`config.mk`:
```
export PLATFORM = sky130hd
export DESIGN_NAME = alu_mdu
export DESIGN_NICKNAME = d
export VERILOG_FILES = /design/src/rtl/alu_mdu.sv
export SDC_FILE = /design/constraint.sdc
export NUM_CORES = 1
export LEC_CHECK = 0
export ABC_AREA = 0
export CAP_MARGIN = 0
export CORE_MARGIN = 8
export CORE_UTILIZATION = 30
export DETAILED_ROUTE_END_ITERATION = 6
export PLACE_DENSITY_LB_ADDON = 0.25
export SYNTH_ARGS = -nofsm -noshare
export SYNTH_HDL_FRONTEND = slang
export SYNTH_SLANG_ARGS = --single-unit
```
`constraint.sdc`:
```
create_clock -name clk -period 8.3 [get_ports clk]
set_clock_uncertainty 0.05 [all_clocks]
set_input_delay 1.245 -clock clk [delete_from_list [all_inputs] [get_ports clk]]
set_output_delay 1.245 -clock clk [all_outputs]
set_load 0.01 [all_outputs]
```
`src/rtl/alu_mdu.sv`:
```
// alu_mdu: registered RV32I ALU plus iterative RV32M multiply/divide for lx32 EX (LX32_FAST_MUL_EN selects a one-shot multiplier).
// Latency: base ops, div-by-zero, signed overflow and illegal ops take 1 cycle; mul/div take WIDTH+2 (fast mul: 2).
// Backpressure: in_ready only in IDLE; the result is held in DONE until out_ready; flush aborts from any state.
module alu_mdu #(
    parameter int WIDTH = 32,
    parameter int CNT_W = $clog2(WIDTH) + 1
) (
    input  logic             clk,
    input  logic             rst_n,
    input  logic             flush,
    input  logic             in_valid,
    output logic             in_ready,
    input  logic [4:0]       op,
    input  logic [WIDTH-1:0] src_a,
    input  logic [WIDTH-1:0] src_b,
    output logic             out_valid,
    input  logic             out_ready,
    output logic [WIDTH-1:0] result,
    output logic             busy
);

    localparam int SH_W = $clog2(WIDTH);

    typedef enum logic [1:0] {IDLE, CALC, FIX, DONE} state_t;

    state_t             state, state_nxt;
    logic [CNT_W-1:0]   cnt;
    logic [2*WIDTH-1:0] prod;
    logic [WIDTH-1:0]   mcand;
    logic               neg, take_hi, is_div;

    logic               is_mul_op, is_div_op, quick;
    logic               a_signed, b_signed, a_neg, b_neg;
    logic               div_zero, div_ovf, neg_ld;
    logic [WIDTH-1:0]   mag_a, mag_b, quick_res;
    logic [2*WIDTH-1:0] prod_ld;
    logic [SH_W-1:0]    shamt;

    assign is_mul_op = (op[4:2] == 3'b100);
    assign is_div_op = (op[4:2] == 3'b101);
    assign a_signed  = (op == 5'd17) || (op == 5'd18) || (op == 5'd20) || (op == 5'd22);
    assign b_signed  = (op == 5'd17) || (op == 5'd20) || (op == 5'd22);
    assign a_neg     = a_signed && src_a[WIDTH-1];
    assign b_neg     = b_signed && src_b[WIDTH-1];
    assign mag_a     = a_neg ? -src_a : src_a;
    assign mag_b     = b_neg ? -src_b : src_b;
    assign div_zero  = (src_b == '0);
    assign div_ovf   = a_signed && (src_a == {1'b1, {(WIDTH-1){1'b0}}}) && (src_b == '1);
    assign quick     = !(is_mul_op || is_div_op) || (is_div_op && (div_zero || div_ovf));
    assign shamt     = src_b[SH_W-1:0];

    always_comb begin
        quick_res = '0;
        case (op)
            5'd0: quick_res = src_a + src_b;
            5'd1: quick_res = src_a - src_b;
            5'd2: quick_res = src_a << shamt;
            5'd3: quick_res = {{(WIDTH-1){1'b0}}, ($signed(src_a) < $signed(src_b))};
            5'd4: quick_res = {{(WIDTH-1){1'b0}}, (src_a < src_b)};
            5'd5: quick_res = src_a ^ src_b;
            5'd6: quick_res = src_a >> shamt;
            5'd7: quick_res = $signed(src_a) >>> shamt;
            5'd8: quick_res = src_a | src_b;
            5'd9: quick_res = src_a & src_b;
            default: begin
                // op[1] distinguishes REM/REMU from DIV/DIVU
                if (is_div_op) begin
                    if (div_zero) quick_res = op[1] ? src_a : '1;
                    else          quick_res = op[1] ? '0 : src_a;
                end
            end
        endcase
    end

`ifdef LX32_FAST_MUL_EN
    logic [2*WIDTH-1:0] a_sx, b_sx, fast_prod;
    assign a_sx      = {{WIDTH{a_neg}}, src_a};
    assign b_sx      = {{WIDTH{b_neg}}, src_b};
    assign fast_prod = a_sx * b_sx;
`endif

    always_comb begin
        prod_ld = is_div_op ? {{WIDTH{1'b0}}, mag_a} : {{WIDTH{1'b0}}, mag_b};
        neg_ld  = (is_div_op && op[1]) ? a_neg : (a_neg ^ b_neg);
`ifdef LX32_FAST_MUL_EN
        // the full signed product needs no sign fix-up
        if (is_mul_op) begin
            prod_ld = fast_prod;
            neg_ld  = 1'b0;
        end
`endif
    end

    logic [WIDTH:0]     mul_sum, div_trial;
    logic [2*WIDTH-1:0] mul_step, div_step, prod_fix;
    logic [WIDTH-1:0]   half, fix_res;

    assign mul_sum   = {1'b0, prod[2*WIDTH-1:WIDTH]} + (prod[0] ? {1'b0, mcand} : '0);
    assign mul_step  = {mul_sum, prod[WIDTH-1:1]};
    assign div_trial = prod[2*WIDTH-1:WIDTH-1] - {1'b0, mcand};
    assign div_step  = div_trial[WIDTH] ? {prod[2*WIDTH-2:0], 1'b0}
                                        : {div_trial[WIDTH-1:0], prod[WIDTH-2:0], 1'b1};

    // Products are negated across all 2*WIDTH bits; quotient/remainder per half.
    assign prod_fix = (neg && !is_div) ? -prod : prod;
    assign half     = take_hi ? prod_fix[2*WIDTH-1:WIDTH] : prod_fix[WIDTH-1:0];
    assign fix_res  = (neg && is_div) ? -half : half;

    always_ff @(posedge clk or negedge rst_n) begin
        if (!rst_n) state <= IDLE;
        else        state <= state_nxt;
    end

    always_comb begin
        state_nxt = state;
        case (state)
            IDLE: begin
                if (in_valid) begin
                    if (quick) state_nxt = DONE;
`ifdef LX32_FAST_MUL_EN
                    else       state_nxt = is_mul_op ? FIX : CALC;
`else
                    else       state_nxt = CALC;
`endif
                end
            end
            CALC:    if (cnt == CNT_W'(1)) state_nxt = FIX;
            FIX:     state_nxt = DONE;
            DONE:    if (out_ready) state_nxt = IDLE;
            default: state_nxt = IDLE;
        endcase
        if (flush) state_nxt = IDLE;
    end

    always_ff @(posedge clk or negedge rst_n) begin
        if (!rst_n) begin
            result  <= '0;
            cnt     <= '0;
            prod    <= '0;
            mcand   <= '0;
            neg     <= 1'b0;
            take_hi <= 1'b0;
            is_div  <= 1'b0;
        end else if (!flush) begin
            case (state)
                IDLE: begin
                    if (in_valid) begin
                        if (quick) begin
                            result <= quick_res;
                        end else begin
                            prod    <= prod_ld;
                            mcand   <= is_div_op ? mag_b : mag_a;
                            neg     <= neg_ld;
                            take_hi <= is_div_op ? op[1] : (op != 5'd16);
                            is_div  <= is_div_op;
                            cnt     <= CNT_W'(WIDTH);
                        end
                    end
                end
                CALC: begin
                    cnt  <= cnt - CNT_W'(1);
                    prod <= is_div ? div_step : mul_step;
                end
                FIX:     result <= fix_res;
                default: ;
            endcase
        end
    end

    assign in_ready  = (state == IDLE);
    assign out_valid = (state == DONE);
    assign busy      = (state == CALC) || (state == FIX);

endmodule
```
==> impl_metrics.toml, run 1 <==
[placement]
dp_hpwl_mm = 92.4
post-place-ws_ns = 1.72
port_buffers = 108
gp_congestion = 1.01

[timing]
max_freq_ghz = 0.156
final.period_utilization_pct = 77.3
rsz0062_at_grt = "no"
setup_tns_ns = 0
setup_viol = 0
finalMaxSlewViolations = 0
maxSlewHeadroom_pct = 11.1
finalCriticalPeriod_ns = 6.42
tightest_slew_ns = 1.33
hold_viol_final = 0
setup_slack_ns = 1.88

[setup_path]
r2r-end = "result[28]$_DFFE_PN0P_"
arrival_ns = 6.71
cp_max_fo = 12
crit_type = "primary input to flop"
cp_num_buf_inv = 2
ff2ff_path_depth = 11
start_kind = "primary input"
path_common_cell = "o21ai_0"
cp-end-kind = "flop"
crit_chain = "clkdlybuf4s50_1 -> inv_1 -> ha_1 -> nor2_1 -> o311ai_0 -> a2111oi_0 -> o21bai_1 -> o21ai_0 -> o21ai_0 -> o21a_1 -> o31ai_1 -> a2111o_1 -> o211ai_1 -> nand3b_1"
cpLargestDelayFamily = "compound AO/OA/AOI/OAI gates"
cp.required_ns = 8.59
regToRegSetupSlack_ns = 3.17
slowest_delay_ns = 0.80
reg2reg_from = "prod[5]$_DFFE_PN0P_"
cp_slowest_cell = "clkdlybuf4s50_1"

[die]
core-area_um2 = 78900
num_rows = 103
fp.dieH_um = 298
pin_count = 109
initial_core_util_pct = 30.2
die_area_um2 = 88800
die_x_um = 298

[worst_hold_path]
min_to = "result[14]$_DFFE_PN0P_"
hold_depth = 1
hp-start = "result[14]$_DFFE_PN0P_"
worstHoldPathType = "flop to flop"

[global_routing]
grt_pass1_wl_mm = 175
grt_max_degree = 79
antenna_found_initial = 10
grt_pass1_vias = 24800
grt_usage_pct = 25.7
grt_overflow = 0

[cells_and_area]
drive_gt1_share_pct = 7.84
area_growth_pct = 10.4
nets = 3466
fillers = 8580
multi_input_comb_area_um2 = 18900
ff_latch_area_um2 = 3480

[routing]
antenna_left = 0
via_per_inst = 6.27
drt_iter0_drc = 3990
drc = 0
wl_per_cell_um = 28.0
vias = 26800
wl_mm = 120
drt-pass1-iter-count = 7

[yosys]
synthCells = 3279
synthTopCellsByArea = "dfrtp_1 (15%), ha_1 (9.2%), a21oi_1 (7.5%)"
synth.most_common_cell = "nor2_1"
synth_seq_cells = 139
async_flop_share_pct = 100
ys_warn_count = 0
synthFlopType = "dfrtp_1"
synth_edf_count = 0
yosysSeqAreaShare_pct = 14.6
synth_nets = 3532
yosys.area.top_type = "dfrtp_1"
postSynthAreaPerCell_um2 = 7.27
synth.cells.most_frequent = "nor2_1 (388), a21oi_1 (357), o21ai_0 (256)"
yosysUniqueCellTypes = 95
synth_area_um2 = 23800
synth.top_cell.area_share_pct = 14.6

[power]
power_mw = 7.43
p_per_area_nw_per_um2 = 282
peakVddDrop_v = 0.000181
p_leak_nw = 10.5

[flow_run]
maxCapViolCount = 0

[clock_tree]
cts_buffer_depth = 2
cts_resized = 0
clk_pin_slew_ns = 0.07
root_buffer = "clkbuf_16"
ctsHoldBuffers = 0
clkSinkCount = 139
cts_buffers = 17
cts_max_level = 4
postCtsSetupRepairBufs = 0
clock_latency_ns = 0.47
cts_tree = "yes"

[outcome]
status = "completed"
-- flip-flops by register name, indices dropped and copies added, names as in the netlist --
register / cells
neg: 1
mcand: 32
cnt: 6
take_hi: 1
prod: 64
is_div: 1
result: 32
state: 2
-- area by class of cell --
type | count | share of cell area (%)
clock inverter | 15 | 0.508
clock buffer | 17 | 1.62
sequential | 139 | 13.2
tap | 1050 | 4.99
inverter | 159 | 2.27
timing repair buffer | 169 | 5.77
antenna | 2 | 0.0190
multi-input combinational | 2727 | 71.6
-- cell usage in the layout, fill, tap and decap left out, types with 24 or more instances in the layout --
cell | Yosys | routed
a211oi_1 | 68 | 68
a21o_1 | 61 | 61
a21oi_1 | 357 | 357
a221oi_1 | 26 | 26
a22oi_1 | 24 | 24
a31oi_1 | 65 | 65
buf_4 | 0 | 63
clkdlybuf4s50_1 | 0 | 102
dfrtp_1 | 139 | 138
ha_1 | 175 | 174
inv_1 | 155 | 155
mux2_2 | 30 | 30
mux2i_1 | 70 | 70
mux4_2 | 67 | 67
nand2_1 | 255 | 254
nand2b_1 | 31 | 30
nand3_1 | 51 | 51
nand4_1 | 27 | 27
nor2_1 | 388 | 388
nor3_1 | 85 | 82
nor4_1 | 30 | 28
o211ai_1 | 39 | 39
o21ai_0 | 256 | 256
o31ai_1 | 28 | 28
or3_1 | 33 | 32
xnor2_1 | 151 | 151
xor2_1 | 37 | 37
-- worst max-delay path by stage --
stage | slack [ns] | depth (start not counted) | to | start
2_1_floorplan | 2.75 | 17 | result[18]$_DFFE_PN0P_ | src_b[2]
3_3_place_gp | 1.73 | 14 | result[17]$_DFFE_PN0P_ | src_a[2]
3_5_place_dp | 1.72 | 11 | result[25]$_DFFE_PN0P_ | src_a[16]
4_1_cts | 2.19 | 14 | result[29]$_DFFE_PN0P_ | src_a[2]
5_1_grt | 1.72 | 14 | result[29]$_DFFE_PN0P_ | src_a[2]
6_report | 1.88 | 14 | result[31]$_DFFE_PN0P_ | src_a[1]
-- layer usage --
layer,global-route usage (%),part of all wire [%]
met2,37.5,42
met4,8.81,3.8
met5,0,0.066
met3,7.34,11
met1,36.0,43
-- per-stage QoR --
step                cells  utilization [%]  cell area (µm²)  hold slack (ns)
global route         4276             33.4            26300            0.458
CTS                  4276             33.4            26300            0.432
detailed placement   4244             32.7            25800            0.415
finish               4278             33.4            26300            0.432
floorplan            3279                -            23800            0.400
global placement     4244             32.7            25800            0.409
-- report_power, final --
part	internal [mW]	switching (mW)	leakage, nW	total [mW]
Combinational	1.95	3.26	8.51	5.21
Sequential	0.968	0.489	1.73	1.46
Clock	0.394	0.375	0.273	0.769
Total	3.31	4.12	10.5	7.43
-- cells by family (layout without fill, tap and decap cells) --
| kind of cell | after synthesis | after routing | share of synthesized area, % |
|---|---|---|---|
| AND/OR/NAND/NOR | 1037 | 1037 | 20.7 |
| XOR/XNOR | 188 | 188 | 6.91 |
| adder cells (fa/ha/maj) | 179 | 179 | 9.52 |
| flip-flops | 139 | 139 | 14.6 |
| buffers and inverters | 413 | 360 | 6.62 |
| other | 0 | 2 | 0 |
| AO/OA/AOI/OAI | 1156 | 1156 | 30.9 |
| multiplexers | 167 | 167 | 10.7 |
Power figures use the tool's default switching activity.
==> inputs of run 2 (changes only) <==
- clock period: 8.3 -> 6.3 ns (I/O delays scaled with it)
==> run 2 against run 1 <==
Effect of this change: non-clock buffer count up 51; core utilization up 0.55 points; combinational power up 31%; cell area up 1.7%; die area unchanged; hold slack worse by 0.0029 ns; routed wire length down 1.4%; clock power up 39%; total power up 32%; global-route usage down 0.38 points; sequential share of layout area down 0.21 points; flip-flop and latch count unchanged; critical endpoint is now result[27]$_DFFE_PN0P_; largest cell class unchanged.
==> impl_metrics.toml, run 2 (synthesis results as in run 1) <==
[clock_tree]
cts_tree = "yes"
clock_latency_ns = 0.49
root_buffer = "clkbuf_16"
clk_pin_slew_ns = 0.07
cts_resized = 0
cts_buffers = 17
postCtsSetupRepairBufs = 0
clkSinkCount = 139
cts_buffer_depth = 2
ctsHoldBuffers = 0
cts_max_level = 4

[setup_path]
regToRegSetupSlack_ns = 1.01
r2r-end = "result[24]$_DFFE_PN0P_"
crit_chain = "clkdlybuf4s50_1 -> clkinv_1 -> ha_1 -> o21ai_0 -> o21ai_0 -> a31oi_1 -> buf_4 -> a31oi_1 -> a41oi_1 -> o31ai_1 -> o21ai_0 -> o211ai_1 -> o311ai_0 -> a32oi_1 -> o21ai_1"
slowest_delay_ns = 1.07
cp_max_fo = 10
cp.required_ns = 6.61
cp-end-kind = "flop"
reg2reg_from = "prod[28]$_DFFE_PN0P_"
arrival_ns = 6.15
path_common_cell = "o21ai_0"
crit_type = "primary input to flop"
start_kind = "primary input"
ff2ff_path_depth = 11
cp_slowest_cell = "o31ai_1"

[routing]
drt_iter0_drc = 3770
drc = 0
wl_mm = 118
antenna_left = 0
drt-pass1-iter-count = 6
via_per_inst = 6.18
wl_per_cell_um = 27.3
vias = 26700

[timing]
maxSlewHeadroom_pct = 16.1
final.period_utilization_pct = 92.8
fin_hold_ws_ns = 0.429
finalCriticalPeriod_ns = 5.85
hold_viol_final = 0
finalMaxSlewViolations = 0
setup_slack_ns = 0.455
tightest_slew_ns = 1.25
max_freq_ghz = 0.171
setup_tns_ns = 0
setup_viol = 0
rsz0062_at_grt = "no"

[cells_and_area]
area_growth_pct = 12.3
stdcell_area_um2 = 26800
drive_gt1_share_pct = 9.25
final_cell_mix = "nor2_1 (388), a21oi_1 (357), o21ai_0 (256), nand2_1 (254), ha_1 (174)"
regMostFlops = "prod"
layout_commonest_cell = "nor2_1"
nets = 3517
fillers = 8528
largest_register_ffs = 64
reg_top3 = "prod (64), mcand (32), result (32)"

[global_routing]
grt_max_degree = 83
grt_overflow = 0
antenna_found_initial = 6
grt_pass1_wl_mm = 173
grt_usage_pct = 25.4
grt_pass1_vias = 25100

[die]
fp.dieH_um = 298
num_rows = 103
initial_core_util_pct = 30.2
pin_count = 109
core-area_um2 = 78900
die_area_um2 = 88800
die_x_um = 298

[worst_hold_path]
worstHoldPathType = "primary input to async pin"

[placement]
gp_congestion = 1.06
dp_hpwl_mm = 92.3
port_buffers = 108
post-place-ws_ns = 0.242
postPlaceCellArea_um2 = 26100

[power]
peakVddDrop_v = 0.000253
p_per_area_nw_per_um2 = 366
p_leak_nw = 10.8
power_mw = 9.78

[flow_run]
maxCapViolCount = 0

[outcome]
status = "completed"
[run 2: cell types whose count changed in the layout (fill, tap and decap cells not counted), sizes merged]
| cell | previous run | this run |
|---|---|---|
| buf | 67 | 118 |
| clkinvlp | 2 | 0 |
| inv | 163 | 165 |
[run 2: how the worst max path moves through the flow]
stage               startpoint                      to  slack, ns  cells after the start
finish                src_a[2]  result[27]$_DFFE_PN0P_       0.45                     15
global route          src_a[2]  result[27]$_DFFE_PN0P_       0.28                     15
CTS                   src_a[2]  result[29]$_DFFE_PN0P_       0.75                     15
detailed placement    src_a[2]  result[29]$_DFFE_PN0P_       0.24                     15
global placement      src_a[2]  result[29]$_DFFE_PN0P_       0.26                     15
floorplan             src_b[2]  result[18]$_DFFE_PN0P_       1.05                     17
[run 2: cell type report]
| type | instances | area (µm²) | area share (%) |
|---|---|---|---|
| antenna | 2 | 5.00 | 0.0187 |
| clock buffer | 17 | 425 | 1.59 |
| clock inverter | 15 | 189 | 0.706 |
| inverter | 159 | 597 | 2.23 |
| multi-input combinational | 2727 | 18800 | 70.4 |
| sequential | 139 | 3480 | 13.0 |
| tap | 1050 | 1310 | 4.91 |
| timing repair buffer | 220 | 1920 | 7.16 |
[run 2: routing by layer]
layer	track usage, %	wire length (µm)
met5	0	46
met4	10.6	5790
met3	8.36	13700
met2	36.8	48600
met1	34.2	50000
[run 2: critical path, delay by kind of cell]
kind	cells	cell delay [ns]
compound gates	11	3.51
buf+inv	3	1.15
fa+ha+maj	1	0.53
[run 2: metrics by stage]
stage          utilization [%]  instances
2_1_floorplan                -       3279
3_3_place_gp              33.2       4295
3_5_place_dp              33.2       4295
4_1_cts                   33.9       4327
5_1_grt                   33.9       4327
6_report                  33.9       4329
[run 2: power breakdown]
group	total, mW	internal (mW)	switching (mW)
combinational	6.80	2.60	4.19
clock	1.07	0.541	0.526
sequential	1.92	1.27	0.646
